--- src/rtl/alu_op_sequencer.sv ---
// Decodes one 16-bit ALU instruction into ALU controls, sequences operand read, execute and writeback.
// Latency: done/rf_we 3 cycles after accept (err 2 cycles for illegal words); instr_ready only in IDLE, one instruction per 4 cycles.
module alu_op_sequencer #(
   parameter bit IMM_SEXT = 1'b0
) (
   input  logic        clk,
   input  logic        rst,
   input  logic        instr_valid,
   input  logic [15:0] instr,
   output logic        instr_ready,
   output logic [2:0]  rf_raddr1,
   output logic [2:0]  rf_raddr2,
   input  logic [7:0]  rf_rdata1,
   input  logic [7:0]  rf_rdata2,
   output logic        rf_we,
   output logic [2:0]  rf_waddr,
   output logic [7:0]  rf_wdata,
   output logic [7:0]  alu_a,
   output logic [7:0]  alu_b,
   output logic        is_shift,
   output logic [1:0]  scode,
   output logic [2:0]  acode,
   output logic        carry_in,
   input  logic [7:0]  alu_r,
   input  logic        alu_zero,
   input  logic        alu_cout,
   output logic        flag_c,
   output logic        flag_z,
   output logic        done,
   output logic        err
);

   typedef enum logic [1:0] {IDLE, DECODE, EXEC, WB} state_t;

   state_t      state_q, state_d;
   logic [15:0] instr_q;
   logic [7:0]  alu_a_q, alu_b_q, rf_wdata_q;
   logic        is_shift_q;
   logic [1:0]  scode_q;
   logic [2:0]  acode_q, rf_waddr_q;
   logic        rf_we_q, done_q, err_q;
   logic        flag_c_q, flag_z_q, zero_q, cout_q;

   logic        op_s, op_i, illegal;
   logic [2:0]  op_code, op_rd, op_rs, op_rt;
   logic [4:0]  op_imm;
   logic [7:0]  imm_ext, b_raw, b_cond;

   assign op_s    = instr_q[15];
   assign op_i    = instr_q[14];
   assign op_code = instr_q[13:11];
   assign op_rd   = instr_q[10:8];
   assign op_rs   = instr_q[7:5];
   assign op_rt   = instr_q[4:2];
   assign op_imm  = instr_q[4:0];
   assign illegal = op_s ? op_code[2] : (op_code == 3'b111);

   // Shift amounts are clamped to 8 for shifts and reduced mod 8 for rotates.
   always_comb begin
      imm_ext = {3'b000, op_imm};
      if (IMM_SEXT && !op_s) begin
         imm_ext = {{3{op_imm[4]}}, op_imm};
      end
      b_raw  = op_i ? imm_ext : rf_rdata2;
      b_cond = b_raw;
      if (op_s) begin
         if (op_code[1]) begin
            b_cond = {5'b00000, b_raw[2:0]};
         end else if (b_raw > 8'd8) begin
            b_cond = 8'd8;
         end
      end
   end

   always_ff @(posedge clk) begin
      if (rst) begin
         state_q <= IDLE;
      end else begin
         state_q <= state_d;
      end
   end

   always_comb begin
      state_d = state_q;
      case (state_q)
         IDLE:   if (instr_valid) state_d = DECODE;
         DECODE: state_d = illegal ? WB : EXEC;
         EXEC:   state_d = WB;
         WB:     state_d = IDLE;
      endcase
   end

   always_ff @(posedge clk) begin
      if (rst) begin
         instr_q    <= '0;
         alu_a_q    <= '0;
         alu_b_q    <= '0;
         is_shift_q <= 1'b0;
         scode_q    <= '0;
         acode_q    <= '0;
         rf_we_q    <= 1'b0;
         rf_waddr_q <= '0;
         rf_wdata_q <= '0;
         done_q     <= 1'b0;
         err_q      <= 1'b0;
         zero_q     <= 1'b0;
         cout_q     <= 1'b0;
         flag_c_q   <= 1'b0;
         flag_z_q   <= 1'b0;
      end else begin
         rf_we_q <= 1'b0;
         done_q  <= 1'b0;
         err_q   <= 1'b0;
         case (state_q)
            IDLE: begin
               if (instr_valid) instr_q <= instr;
            end
            DECODE: begin
               if (illegal) begin
                  err_q <= 1'b1;
               end else begin
                  alu_a_q    <= rf_rdata1;
                  alu_b_q    <= b_cond;
                  is_shift_q <= op_s;
                  if (op_s) scode_q <= op_code[1:0];
                  else      acode_q <= op_code;
               end
            end
            EXEC: begin
               rf_wdata_q <= alu_r;
               zero_q     <= alu_zero;
               cout_q     <= alu_cout;
               rf_waddr_q <= op_rd;
               rf_we_q    <= (op_rd != 3'd0);
               done_q     <= 1'b1;
            end
            WB: begin
               // Only add/sub family owns the carry; logic ops and shifts leave it alone.
               if (!illegal) begin
                  flag_z_q <= zero_q;
                  if (!op_s && !op_code[2]) flag_c_q <= cout_q;
               end
            end
         endcase
      end
   end

   assign instr_ready = (state_q == IDLE) && !rst;
   assign rf_raddr1   = op_rs;
   assign rf_raddr2   = op_rt;
   assign rf_we       = rf_we_q;
   assign rf_waddr    = rf_waddr_q;
   assign rf_wdata    = rf_wdata_q;
   assign alu_a       = alu_a_q;
   assign alu_b       = alu_b_q;
   assign is_shift    = is_shift_q;
   assign scode       = scode_q;
   assign acode       = acode_q;
   assign carry_in    = flag_c_q;
   assign flag_c      = flag_c_q;
   assign flag_z      = flag_z_q;
   assign done        = done_q;
   assign err         = err_q;

endmodule

--- config.mk ---
export PLATFORM = sky130hd
export DESIGN_NAME = alu_op_sequencer
export DESIGN_NICKNAME = d
export VERILOG_FILES = /design/src/rtl/alu_op_sequencer.sv
export SDC_FILE = /design/constraint.sdc
export NUM_CORES = 1
export LEC_CHECK = 0
export ABC_AREA = 1
export CAP_MARGIN = 20
export CORE_ASPECT_RATIO = 0.7
export CORE_UTILIZATION = 60
export CTS_CLUSTER_SIZE = 30
export DETAILED_ROUTE_END_ITERATION = 10
export DONT_BUFFER_PORTS = 1
export GPL_ROUTABILITY_DRIVEN = 0
export GPL_TIMING_DRIVEN = 0
export PLACE_DENSITY_LB_ADDON = 0.25
export REMOVE_ABC_BUFFERS = 1
export SYNTH_ARGS = -nofsm -noshare
export SYNTH_HDL_FRONTEND = slang
export SYNTH_SLANG_ARGS = --single-unit
--- constraint.sdc ---
create_clock -name clk -period 3.7 [get_ports clk]
set_clock_uncertainty 0.15 [all_clocks]
set_input_delay 0.555 -clock clk [delete_from_list [all_inputs] [get_ports clk]]
set_output_delay 0.555 -clock clk [all_outputs]
set_load 0.005 [all_outputs]
After elaboration in Yosys (flattened, before gate mapping) --
Cells that the tools add are included.
Word-level totals: register bits 58, bits in latches 0, memory bits (writable) 0, bits in read-only memories 0, memories 0
Operators by class: add/sub/neg operators 0, multipliers 0, divide/modulo/power cells 0, magnitude comparators 1, equal/unequal tests 5, shift-type cells 0, mux-type cells 10, bitwise logic cells 4, reduce and logical (&&, ||, !) cells 15
Operators with widths (count):
- 8-bit 2-to-1 mux | 4
- 3-bit AND reduction | 3
- 8-bit by 4-bit > comparator with 1-bit output, second input constant | 1
- 2-bit one-hot mux with 4 select lines | 1
- 2-bit AND reduction | 3
- 2-bit equality test, second input constant | 2
- 1-bit 2-to-1 mux | 4
- 1-bit inverter | 4
- 2-bit OR reduction | 2
- 3-bit equality test, second input constant | 1
- 1-bit logical NOT | 3
- 3-bit nonzero test | 1
- 2-bit by 1-bit equality test with 1-bit output, second input constant | 1
- 1-bit logical AND | 2
- 2-bit logical NOT | 1
- 2-bit 2-to-1 mux | 1
- 2-bit != test, second input constant | 1

Depth between registers and ports, before layout --
Gate-level depths: netlist (run 1).
word-level depth 5, gate-level depth with buffers 9, gate-level depth less buffers 9

Worst setup path after synthesis (run 1) --
OpenSTA, ideal clock, no wires.
path kind input to output, start point input port rst, end point output port instr_ready, data arrival time 0.918 ns, required time 2.995 ns, path slack 2.077 ns, stages on the path 2, cell sequence clkbuf_1 > nor2_1
Between the ends: word-level cells in the longest chain between the ends 2
Ends and longest elaborated chain:
- from (decl) | RTL line 7 | input logic rst,
- 1-bit logical NOT | RTL line 148 | assign instr_ready = (state_q == IDLE) && !rst;
- 1-bit logical AND | RTL line 148
- to (decl) | RTL line 10 | output logic instr_ready,
Every way passes these cells.

Worst setup path after layout (run 1) --
start point register state_q[0], end point register instr_q[5]
Between the ends: word-level cells in the longest chain between the ends 2
Ends and longest elaborated chain:
- from (decl) | RTL line 35 | state_t state_q, state_d;
- from (signal assigned) | RTL line 79 | state_q <= state_d;
- 2-bit logical NOT | RTL line 114 | case (state_q)
- 2-bit AND reduction (no line)
- to (signal assigned) | RTL line 116 | if (instr_valid) instr_q <= instr;
- to (decl) | RTL line 36 | logic [15:0] instr_q;
Every way passes these cells. A chain may end at the register's enable or synchronous reset.

==> results.cfg, run 1 <==
[pwr]
powerDensity_nw_per_um2 = 882
power_mw = 2.22
p_leak_nw = 1.08
vdd.ir_drop.worst_mv = 0.540

[floorplanning]
initial_core_util_pct = 64.4
dieArea_um2 = 4130
io_pins = 91
coreArea_um2 = 3600
core.rowCount = 18
die_h_um = 54.1
die_w_um = 76.4

[global_route]
grt_start_max_net_pins = 46
overflow = 0
grtUsageTotal_pct = 25.1
grt_pass1_vias = 1706
grt_pass1_wl_um = 7740
antenna_found_initial = 0

[critical_path]
r2r_slack_ns = 1.61
rr_startpoint = state_q[0]$_SDFFE_PP0P_
crit_start = state_q[0]$_SDFFE_PP0P_
r2r_cells = 6
cp-end-kind = register
cp.required_ns = 3.77
start_kind = register
arrival_ns = 2.16
worst-path-max-fanout = 27
worstSetupEndpoint = instr_q[5]$_SDFFE_PP0P_
criticalPathCategory = reg2reg
r2r-end = instr_q[5]$_SDFFE_PP0P_

[timing]
fmax_mhz = 477
fin_crit_ns = 2.09
fin_crit_sh_pct = 56.6
slew_violations = 0
worst_slew_pin_slew_ns = 0.766
fin_ws_ns = 1.61
relSlewSlack_pct = 48.8
hold_viol_final = 0
rsz0062_at_grt = false
holdWs_ns = 0.133
fin_tns_setup_ns = 0
final-setup-viol-count = 0

[synth]
synth_seq_area_share_pct = 50.0
synth_edf_count = 0
yosysWarnings = 0
synth_top_family_by_area = simple AND/OR/NAND/NOR gates
synth_most_common_cell = nor2_1
synthArstFlopShare_pct = 0
synth_area_um2 = 2320
synthAdderAreaFrac_pct = 2.69
synthTopCellsByCount = 60 x nor2_1, 58 x dfxtp_1, 48 x o21ai_0
synth_xor_area_share_pct = 0
yosys.area_share.simple_pct = 19.9
synth_area_leaders = dfxtp_1 50%, o21ai_0 10%, nor2_1 9.7%
yosys_register_bits = 58
synthFlopType = dfxtp_1
synth_top_area_share_pct = 50.0
synth_area_per_cell_um2 = 7.82
synthMuxAreaShare_pct = 0
synthCells = 297
yosysUniqueCellTypes = 26
synth_top_cell_by_area = dfxtp_1
synth-compound-area-share_pct = 17.5

[cts]
cts_tree = built
htree_levels = 3
clkTransAtPathRegs_ns = 0.06
clock_path_buffers = 2
post_cts_resized = 0
clk-insertion-delay-late_ns = 0.33
clkSinkCount = 58
root_buffer = clkbuf_8
cts_hold_buf = 0
numCtsBuffers = 9
post_cts_buffers = 0

[place]
port_buffers = 0
dp_worst_setup_slack_ns = 1.65
dp_hpwl_um = 3290

[layout]
final_net_count = 341
syn_to_final_growth_pct = 8.40
diodes = 0
final_layout_size_suffix_gt1_share_pct = 8.45

[job]
cap_violations = 0

[drt]
drt-initial-drc-count = 76
antenna_left = 0
num_vias = 1831
drc = 0
wire_per_inst_um = 13.9
via_per_inst = 5.29
drt_wl_total_um = 4820
drtPass1Iterations = 4

[min_path]
hold_depth = 1
min_path_type = in2reg

[status]
status = finished, final reports clean
-- report_power, final --
part           internal (mW)  total (mW)  switching, mW
Sequential             0.833       0.990          0.157
Combinational          0.199       0.599          0.400
Clock                  0.392       0.631          0.239
-- state kept, by name (all words and copies together) (netlist names) --
signal and count:
flag_z 1, rf_waddr 3, state_q 2, cout_q 1, done 1, rf_we 1, acode 3, zero_q 1
instr_q 16, rf_wdata 8, err 1, is_shift 1, scode 2, alu_a 8, carry_in 1, alu_b 8
-- per-layer routing --
| metal | global-route usage (%) | wire length [um] | up-vias |
|---|---|---|---|
| li1 | - | - | 943 |
| met1 | 30.7 | 2270 | 820 |
| met2 | 39.8 | 2050 | 60 |
| met3 | 11.5 | 417 | 8 |
| met4 | 8.65 | 74 | 0 |
| met5 | 0 | 0 | - |
-- worst max-delay path, cell delays in order (launching register included) --
cell	delay, ns
dfxtp_1	0.41
inv_1	0.11
ha_1	0.24
nand2_1	0.57
inv_1	0.27
nor2_1	0.15
nor2_1	0.06
-- per-stage QoR --
stage               util [%]  cells  cell area (um^2)
floorplan                  -    279              2210
global placement        63.1    329              2270
detailed placement      63.1    329              2270
CTS                     69.1    345              2490
global route            69.9    346              2520
finish                  69.9    346              2520
-- worst min-delay path by stage --
stage	startpoint	endpoint	slack (ns)
floorplan	instr_q[0]$_SDFFE_PP0P_	instr_q[0]$_SDFFE_PP0P_	0.28
global placement	instr_q[0]$_SDFFE_PP0P_	instr_q[0]$_SDFFE_PP0P_	0.30
detailed placement	zero_q$_SDFFE_PP0P_	zero_q$_SDFFE_PP0P_	0.30
CTS	rst	is_shift$_SDFFE_PP0P_	0.12
global route	rst	state_q[0]$_SDFFE_PP0P_	0.12
finish	rst	alu_b[5]$_SDFFE_PP0P_	0.13
-- kinds of logic after synthesis --
logic type	Yosys count
buffers and inverters	47
adders and majority gates	5
and+or+nand+nor	108
AOI/OAI and AO/OA	79
DFF	58
-- cell type report --
class / count / area, um^2
Sequential cell: 58 / 1160
Clock buffer: 10 / 138
Timing Repair Buffer: 1 / 27.5
Inverter: 29 / 116
Tap cell: 50 / 62.6
Multi-Input combinational cell: 192 / 932
Clock inverter: 6 / 80.1
Fill cell: 308 / 1090
-- layout by cell type, fill, tap and decap left out --
master and instances:
nor2_4 1, dfxtp_1 58, a21oi_1 26, nand2_1 32, nand2_8 1, nand2_4 2
nand3_1 4, a31oi_1 1, nor4_1 1, inv_4 1, nand4_1 2, buf_16 1
ha_1 5, o21ai_0 48, inv_1 26, inv_2 1, a21oi_2 1, a211oi_1 1
clkinv_2 4, inv_6 1, clkbuf_8 10, bufinv_16 2, nor3_1 5, a311oi_1 1
o21ai_1 1, nor2_1 60
(Power assumes the default switching activity.)
==> inputs of run 2 (changes only) <==
--- a/config.mk
+++ b/config.mk
@@ -5,10 +5,10 @@
 export SDC_FILE = /design/constraint.sdc
 export NUM_CORES = 1
 export LEC_CHECK = 0
-export ABC_AREA = 1
+export ABC_AREA = 0
 export CAP_MARGIN = 20
 export CORE_ASPECT_RATIO = 0.7
-export CORE_UTILIZATION = 60
+export CORE_UTILIZATION = 56
 export CTS_CLUSTER_SIZE = 30
 export DETAILED_ROUTE_END_ITERATION = 10
 export DONT_BUFFER_PORTS = 1
==> constraint.sdc (replaced) <==
create_clock -name clk -period 1.7 [get_ports clk]
set_clock_uncertainty 0.15 [all_clocks]
set_input_delay 0.255 -clock clk [delete_from_list [all_inputs] [get_ports clk]]
set_output_delay 0.255 -clock clk [all_outputs]
set_load 0.005 [all_outputs]
==> run 2 against run 1 <==
  * Combinational power increased by 89%
  * Synthesized cell count decreased by 9.8%
  * Sequential power is 87% higher
  * Highest routed layer unchanged
  * Global-route usage rose by 0.41 points
  * Cell count increased by 2.0%
  * Fmax increased by 28%
  * Hold slack got worse by 0.066 ns
  * Largest power group unchanged
  * Core utilization grew 6.1 points
  * Worst setup slack lost 1.5 ns
  * Critical path type unchanged
  * Non-clock buffer count grew 42
  * Sequential share of layout area decreased by 7.6 points
==> results.cfg, run 2 <==
[floorplanning]
dieArea_um2 = 4500
core.rowCount = 19
coreArea_um2 = 3990
initial_core_util_pct = 59.3
die_h_um = 56.4
die_w_um = 79.7
io_pins = 91

[layout]
diodes = 0
largest_reg_flops = 16
final_net_count = 347
final_layout_size_suffix_gt1_share_pct = 13.0
mostFrequentLayoutCells = 53 x dfxtp_1, 47 x nand2_1, 40 x dlygate4sd3_1
syn_to_final_growth_pct = 28.1
top_register = instr_q
final_common_cell = dfxtp_1
final_core_util_pct = 75.9

[critical_path]
cp-end-kind = register
criticalPathCategory = reg2reg
worst-path-max-fanout = 18
arrival_ns = 1.75
critPathMaxStageDelay_ns = 0.52
cp.required_ns = 1.82
crit_chain = a21oi_4, o21ai_4, or4b_1, a21oi_1
start_kind = register
r2r_slack_ns = 0.07
critPathSlowestCell = or4b_1

[synth]
synth_most_common_cell = dfxtp_1
synthTopCellsByCount = 58 x dfxtp_1, 49 x nand2_1, 35 x a21oi_1
synth_top_area_share_pct = 49.0
yosysUniqueCellTypes = 34
synth_area_um2 = 2370
synth_top_cell_by_area = dfxtp_1
synth_area_leaders = dfxtp_1 49%, mux2i_1 8.9%, nand2_1 7.8%
yosys_register_bits = 58
synth_area_per_cell_um2 = 8.83
synthFlopType = dfxtp_1
synthArstFlopShare_pct = 0
synthCells = 268
synth_edf_count = 0
yosysWarnings = 0
synth_seq_area_share_pct = 49.0

[pwr]
share_seq_of_total_power_pct = 43.3
p_clk_share_pct = 30.2
powerDensity_nw_per_um2 = 1410
intPower_mw = 2.90
p_leak_nw = 1.14
swShare_pct = 32.1
power_frac_comb_pct = 26.5
power_mw = 4.27
switchingPower_mw = 1.37
vdd.ir_drop.worst_mv = 0.868

[place]
port_buffers = 0
dp_hpwl_um = 3020

[global_route]
overflow = 0
antenna_found_initial = 0
grt_pass1_wl_um = 8470
grt_start_max_net_pins = 52
grtUsageTotal_pct = 25.5
grt_pass1_vias = 1852

[cts]
clkSinkCount = 58
clk-insertion-delay-late_ns = 0.33
htree_levels = 3
clock_path_buffers = 2
cts_tree = built
numCtsBuffers = 9
clkTransAtPathRegs_ns = 0.06
root_buffer = clkbuf_8

[timing]
rsz0062_at_grt = true
fin_tns_setup_ns = 0
slew_violations = 0
final-setup-viol-count = 0
fin_crit_sh_pct = 96.1
fin_crit_ns = 1.63
fmax_mhz = 612
hold_viol_final = 0
relSlewSlack_pct = 72.1
worst_slew_pin_slew_ns = 0.418

[drt]
drtPass1Iterations = 4
wire_per_inst_um = 15.3
drc = 0
via_per_inst = 5.47
num_vias = 1931
drt_wl_total_um = 5390
drt-initial-drc-count = 97
antenna_left = 0

[min_path]
min_path_type = in2reg

[status]
status = finished, final reports clean

[job]
cap_violations = 0
## run 2: cell types whose count changed in the layout (fill, tap and decap cells not counted), sizes merged, moves of 9 or more
cell	previous run	this run
nor2	61	22
inv	29	4
o21ai	49	4
mux2i	0	21
dlygate4sd3	0	40
a21oi	27	36
nand2	35	49
## run 2: cell type report
| type | count | area [um^2] |
|---|---|---|
| Clock inverter | 2 | 35.0 |
| Timing Repair Buffer | 43 | 435 |
| Sequential cell | 58 | 1170 |
| Tap cell | 52 | 65.1 |
| Multi-Input combinational cell | 181 | 1140 |
| Fill cell | 290 | 961 |
| Clock buffer | 13 | 169 |
| Inverter | 4 | 15.0 |
## run 2: power by group through the flow
stage / registers, mW / logic, mW / clock network [mW]
floorplan: 1.79 / 0.718 / 0
global placement: 1.85 / 0.847 / 0
detailed placement: 1.85 / 0.877 / 0
CTS: 1.84 / 1.06 / 1.31
global route: 1.89 / 1.25 / 1.37
finish: 1.85 / 1.13 / 1.29
## run 2: per-stage QoR
step	instance area [um^2]	hold slack (ns)	instances	setup WS, ns
2_1_floorplan	2230	0.174	243	-0.187
3_3_place_gp	2300	0.179	295	-0.468
3_5_place_dp	2300	0.179	295	-0.519
4_1_cts	2980	0.00677	352	0.00827
5_1_grt	3030	0.0651	353	-0.0117
6_report	3030	0.0666	353	0.0664
## run 2: timing repair
| action | CTS | global route |
|---|---|---|
| gates resized for setup | 14 | 12 |
| pin swaps | 0 | 2 |
| endpoints found under the setup margin | 37 | 26 |
| endpoints found under the hold margin | 55 | 1 |
| hold buffers | 40 | 1 |
| buffers inserted | 2 | 0 |
## run 2: cell families after synthesis
logic type | after synthesis | synth area share, %
DFF | 58 | 49.0
AOI/OAI and AO/OA | 61 | 16.0
muxes | 21 | 8.88
adders and majority gates | 5 | 2.64
and+or+nand+nor | 94 | 17.2
buffers and inverters | 29 | 6.29
## run 2: layer usage
| layer | global-route usage (%) | vias up | wire [um] |
|---|---|---|---|
| li1 | - | 968 | - |
| met5 | 0 | - | 0 |
| met3 | 11.1 | 7 | 418 |
| met1 | 29.8 | 881 | 2450 |
| met2 | 40.9 | 75 | 2460 |
| met4 | 10.1 | 0 | 57 |
## run 2: worst max-delay path: cells and delay by family, from the launching register on
family | cells | cell delay (ns)
flip-flops | 1 | 0.41
AO/OA/AOI/OAI | 3 | 0.48
AND/OR/NAND/NOR | 1 | 0.52
## run 2: worst paths after layout
path / cells past startpoint / startpoint / to
worst min register to register: 2 / cout_q$_SDFFE_PP0P_ / carry_in$_SDFFE_PP0P_
worst max-delay path: 4 / instr_q[15]$_SDFFE_PP0P_ / alu_b[5]$_SDFFE_PP0P_
worst min-delay path: 3 / instr_valid / state_q[1]$_SDFFE_PP0P_
worst max register to register: 4 / instr_q[15]$_SDFFE_PP0P_ / alu_b[5]$_SDFFE_PP0P_
